===== config.mk =====
export PLATFORM = sky130hd
export DESIGN_NAME = pipe_stage_reg
export DESIGN_NICKNAME = d
export VERILOG_FILES = /design/src/rtl/pipe_stage_reg.sv
export SDC_FILE = /design/constraint.sdc
export NUM_CORES = 1
export LEC_CHECK = 0
export CORE_MARGIN = 2
export CORE_UTILIZATION = 46
export CTS_BUF_LIST = sky130_fd_sc_hd__clkbuf_8
export DETAILED_ROUTE_END_ITERATION = 10
export PLACE_DENSITY = 0.74
export SYNTH_ARGS = -nofsm -noshare
export SYNTH_HDL_FRONTEND = slang
export SYNTH_SLANG_ARGS = --single-unit

===== constraint.sdc =====
create_clock -name CLK -period 4.01 [get_ports CLK]
set_clock_uncertainty 0.05 [all_clocks]
set_input_delay 0.802 -clock CLK [delete_from_list [all_inputs] [get_ports CLK]]
set_output_delay 0.802 -clock CLK [all_outputs]
set_load 0.05 [all_outputs]

===== src/rtl/pipe_stage_reg.sv =====
// pipe_stage_reg: generic valid/ready pipeline stage register with optional 2-entry skid buffer
module pipe_stage_reg #(
    parameter int DATA_W = 128,
    parameter int CTRL_W = 24,
    parameter logic [CTRL_W-1:0] CTRL_NOP = '0,
    parameter int SKID = 1
) (
    input  logic              CLK,
    input  logic              RESET,
    input  logic              BUSYWAIT,
    input  logic              FLUSH,
    input  logic              IN_VALID,
    output logic              IN_READY,
    input  logic [DATA_W-1:0] IN_DATA,
    input  logic [CTRL_W-1:0] IN_CTRL,
    output logic              OUT_VALID,
    input  logic              OUT_READY,
    output logic [DATA_W-1:0] OUT_DATA,
    output logic [CTRL_W-1:0] OUT_CTRL,
    output logic [1:0]        OCCUPANCY
);
    logic              main_v, skid_v, push, pop;
    logic [DATA_W-1:0] main_data, skid_data;
    logic [CTRL_W-1:0] main_ctrl, skid_ctrl;

    // with the skid buffer, ready depends only on registers, cutting the OUT_READY path
    always_comb begin
        IN_READY  = RESET & ~BUSYWAIT & ((SKID != 0) ? ~skid_v : (~main_v | OUT_READY));
        push      = IN_VALID & IN_READY & ~BUSYWAIT;
        pop       = main_v & OUT_READY & ~BUSYWAIT;
        OUT_VALID = main_v;
        OUT_DATA  = main_data;
        OUT_CTRL  = main_v ? main_ctrl : CTRL_NOP;
        OCCUPANCY = {1'b0, main_v} + {1'b0, skid_v};
    end

    always_ff @(posedge CLK) begin
        if (!RESET) begin
            main_v    <= 1'b0;
            skid_v    <= 1'b0;
            main_data <= '0;
            main_ctrl <= '0;
            skid_data <= '0;
            skid_ctrl <= '0;
        end else if (FLUSH) begin
            main_v <= 1'b0;
            skid_v <= 1'b0;
        end else if ((SKID != 0) && pop && skid_v) begin
            main_v    <= 1'b1;
            main_data <= skid_data;
            main_ctrl <= skid_ctrl;
            skid_v    <= 1'b0;
        end else if ((SKID == 0) || pop || !main_v) begin
            main_v <= push | (main_v & ~pop);
            if (push) begin
                main_data <= IN_DATA;
                main_ctrl <= IN_CTRL;
            end
        end else if (push) begin
            skid_v    <= 1'b1;
            skid_data <= IN_DATA;
            skid_ctrl <= IN_CTRL;
        end
    end
endmodule


=== Yosys cells after proc, flatten, opt, wreduce, memory -nomap -nowiden ===
Index checks and enable logic that the tools add are counted.

* Reduce and logical (&&, ||, !) cells: 10
* Bitwise operators: 15
* Multiplexer cells: 9
* Add/sub/neg operators: 1

{| class="wikitable"
|+ Operator list
! operator !! number
|-
| two-way mux 128 bit || 3
|-
| two-way mux 24 bit || 4
|-
| bitwise AND 1 bit || 7
|-
| NOT 1 bit || 7
|-
| AND reduction 4 bit || 1
|-
| nonzero test 2 bit || 2
|-
| AND reduction 3 bit || 1
|-
| OR reduction 3 bit || 1
|-
| adder 1 x 1 -> 2 bit || 1
|-
| two-way mux 1 bit || 2
|-
| AND reduction 2 bit || 1
|-
| OR reduction 2 bit || 1
|-
| logical AND 1 bit || 1
|-
| zero test 1 bit || 1
|-
| logical OR 1 bit || 1
|-
| OR 1 bit || 1
|}

* Bits of input ports: 158
* Word-level logic and storage cells: 41
* Flip-flop bits (word level): 306
* Output and inout port bits: 156

=== Longest topological paths before layout ===
* Depth in word-level cells: 8
* Gate-level depth with buffers: 7
* Mapped depth without buffers: 3

=== Worst setup path after synthesis ===
OpenSTA, ideal clock, no wires.

* Path kind: input-to-output
* From: input port RESET
* To: output port IN_READY
* Data required time: 3,158 ps
* Stages: 4
* Buffers on the path: 2
* Arrival time: 2,407 ps
* Path slack: 751 ps
* Path through: inv_2 -> clkbuf_1 -> clkbuf_1 -> nor3_1

* Word-level cells in the longest chain between the ends: 2

{| class="wikitable"
|+ RTL lines
! item !! line !! text
|-
| start, declared || 9 || <nowiki>input logic RESET,</nowiki>
|-
| bitwise AND 1 bit (2 in series) || 28 || <nowiki>IN_READY = RESET & ~BUSYWAIT & ((SKID != 0) ? ~skid_v : (~main_v | OUT_READY));</nowiki>
|-
| end, declared || 13 || <nowiki>output logic IN_READY,</nowiki>
|}

No other way between the ends.

=== Final worst setup path ===
* From: register main_v (netlist: OUT_VALID)
* To: output port OUT_CTRL[21]

* Word-level cells in the longest chain between the ends: 1

{| class="wikitable"
|+ RTL lines
! item !! line !! text
|-
| start, declared || 22 || <nowiki>logic main_v, skid_v, push, pop;</nowiki>
|-
| start signal, assigned || 54 || <nowiki>main_v <= push | (main_v & ~pop);</nowiki>
|-
| two-way mux 24 bit || 33 || <nowiki>OUT_CTRL = main_v ? main_ctrl : CTRL_NOP;</nowiki>
|-
| end, declared || 19 || <nowiki>output logic [CTRL_W-1:0] OUT_CTRL,</nowiki>
|}

No other way between the ends.

==> metrics.csv <==
metric,value,unit
status,finished clean,
fin_nets,1823,
die_h,178.8,µm
finalCriticalPeriod,3064,ps
drt-total-wl,45860,µm
cts.htree.levels,2,
required,3160,ps
synthTopCellsByArea,"dfxtp_1, mux2i_1, a41oi_1",
dr.pass1.iters,5,
tightest_slew,1007,ps
clock_latency,560,ps
powerDensity,368.8,nW/µm²
placed_area,17310,µm²
path_delay_family,buffers and inverters,
p_leak,6.787,nW
ys_ff_latch,306,
yosysSeqAreaShare,43.59,%
worst_path_max_delay_cell,clkdlybuf4s50_1,
cpPeakStageDelay,810,ps
hpwlAfterDp,25900,µm
drc_errors,0,
fmaxAchievable,0.3264,GHz
cts_tree,built,
wl_per_cell,21.92,µm
startpoint_type,register,
clock-sinks,306,
cp.buffers_inverters,2,
fin_area,18330,µm²
synth_top_area_share,43.59,%
setup_violations,0,
drv_slew,0,
hold_violations,0,
peakVddDrop,0.0002507,V
pin_count,314,
cts_hold_buf,0,
cts_setup_buffers,0,
tns,0,ps
coreArea,29870,µm²
synth_warnings,0,
drv_cap,0,
syn_inst,1467,
grt_overflow,0,
grt_max_degree,153,
syn_area,14050,µm²
post-route-period-util,76.40,%
crit_chain,buf_4 -> and2_1 -> clkdlybuf4s50_1,
crit_type,register to primary output,
clkTransAtPathRegs,60,ps
place_congestion,0.7854,
cts_buffers,51,
diodes,0,
area_growth,30.41,%
synth.avg_cell_area,9.580,µm²
rsz0062_at_grt,no,
relSlewSlack,32.76,%
dieArea,31970,µm²
via_per_inst,6.381,
ant_nets,0,
synthesis.nets,1626,
cts.path.max_buffers,3,
cts_resized,0,
endpoint_kind,primary output,
rows,63,
crit_fanout,33,
crit_arrival,2210,ps
stdcell_count,2092,
root_buffer,clkbuf_8,
hold_path_class,register to register,
antenna_found_initial,4,
dp_cells,2001,
drtIter0Drc,1269,
grt_util_all_layers,27.32,%
grt_pass1_wl,70850,µm
final_common_cell,clkdlybuf4s50_1,
layout-drive-gt1-share,11.52,%
synth.largest_area_cell,dfxtp_1,
dieWidth,178.8,µm
grt_pass1_vias,12887,
num_vias,13350,
layout_common_cells,"clkdlybuf4s50_1, dfxtp_1, a21oi_1",
synth_cell_types,30,
io_buffers,313,
initial_core_util,47.04,%
## layer usage
metal | global-route usage [%] | share of wire [%] | vias up
met2 | 43.56 | 47 | 661
li1 | - | - | 6057
met5 | 0 | 0.081 | -
met3 | 5.407 | 8.2 | 101
met1 | 36.12 | 41 | 6525
met4 | 11.31 | 3.5 | 6
## cell usage after synthesis
library cell  count
a211oi_1         73
a211oi_2         80
a21o_1            1
a21oi_1         154
a41oi_1         152
and2_1           24
and4_1            1
buf_1             7
buf_2            50
buf_4            13
buf_6            10
clkbuf_1        124
clkbuf_2          1
dfxtp_1         306
ha_1              1
inv_1             1
inv_2             1
mux2i_1         152
nand2b_1          3
nand3_1         152
nand4b_1          1
nand4bb_1         1
nor2_2            1
nor2b_1           1
nor3_1            1
nor3b_1           1
nor4bb_1          1
o21ai_0         152
o31ai_1           1
or3b_1            1
## logic make-up after synthesis
kind of cell / share of synthesized area [%]
AOI/OAI and AO/OA: 31.50
DFF: 43.59
buffers and inverters: 6.864
and+or+nand+nor: 7.131
muxes: 10.83
adders and majority gates: 0.08902
## flip-flops by register name (all words and copies together), names as in the netlist
name	flops
OUT_DATA	128
skid_data	128
main_ctrl	24
skid_ctrl	24
OUT_VALID	1
skid_v	1
## metrics by stage
stage	total power, W	hold slack, ps	utilization (%)	worst slack [ps]
floorplan	0.003688	403.2	-	751.4
global placement	0.004070	408.7	57.95	738.5
detailed placement	0.004079	416.0	57.95	715.2
CTS	0.006795	424.3	61.35	922.5
global route	0.006988	439.3	61.35	864.2
finish	0.006759	422.0	61.35	946.3
## where the power goes
group          internal (W)  total [W]  switching, W  leakage (nW)
registers           0.00310    0.00314     0.0000374          2.48
logic              0.000344   0.000883      0.000539          3.71
clock network       0.00149    0.00274       0.00125         0.603
total               0.00493    0.00676       0.00183          6.79
## area by class of cell
cell class                      count  area (µm²)
Fill cell                        2513       11550
Multi-Input combinational cell    954        7032
Sequential cell                   306        6126
Timing Repair Buffer              349        3651
Clock buffer                       64       880.8
Tap cell                          390       488.0
Clock inverter                     27       135.1
Inverter                            2       15.01
## worst min-delay path: stages, from the launching register on
cell and delay [ps]:
dfxtp_1 300, o21ai_0 60, a21oi_1 60
## worst paths after layout
path                                           startpoint                         end  slack (ps)  cells after the start
worst min register to register  skid_ctrl[9]$_SDFFE_PN0P_   skid_ctrl[9]$_SDFFE_PN0P_         420                      2
worst max-delay path               OUT_VALID$_SDFFE_PP0P_                OUT_CTRL[21]         950                      3
worst max register to register     OUT_VALID$_SDFFE_PP0P_  OUT_DATA[119]$_SDFFE_PN0P_        1590                      5
worst min-delay path            skid_ctrl[9]$_SDFFE_PN0P_   skid_ctrl[9]$_SDFFE_PN0P_         420                      2
Power figures use the tool's default switching activity.
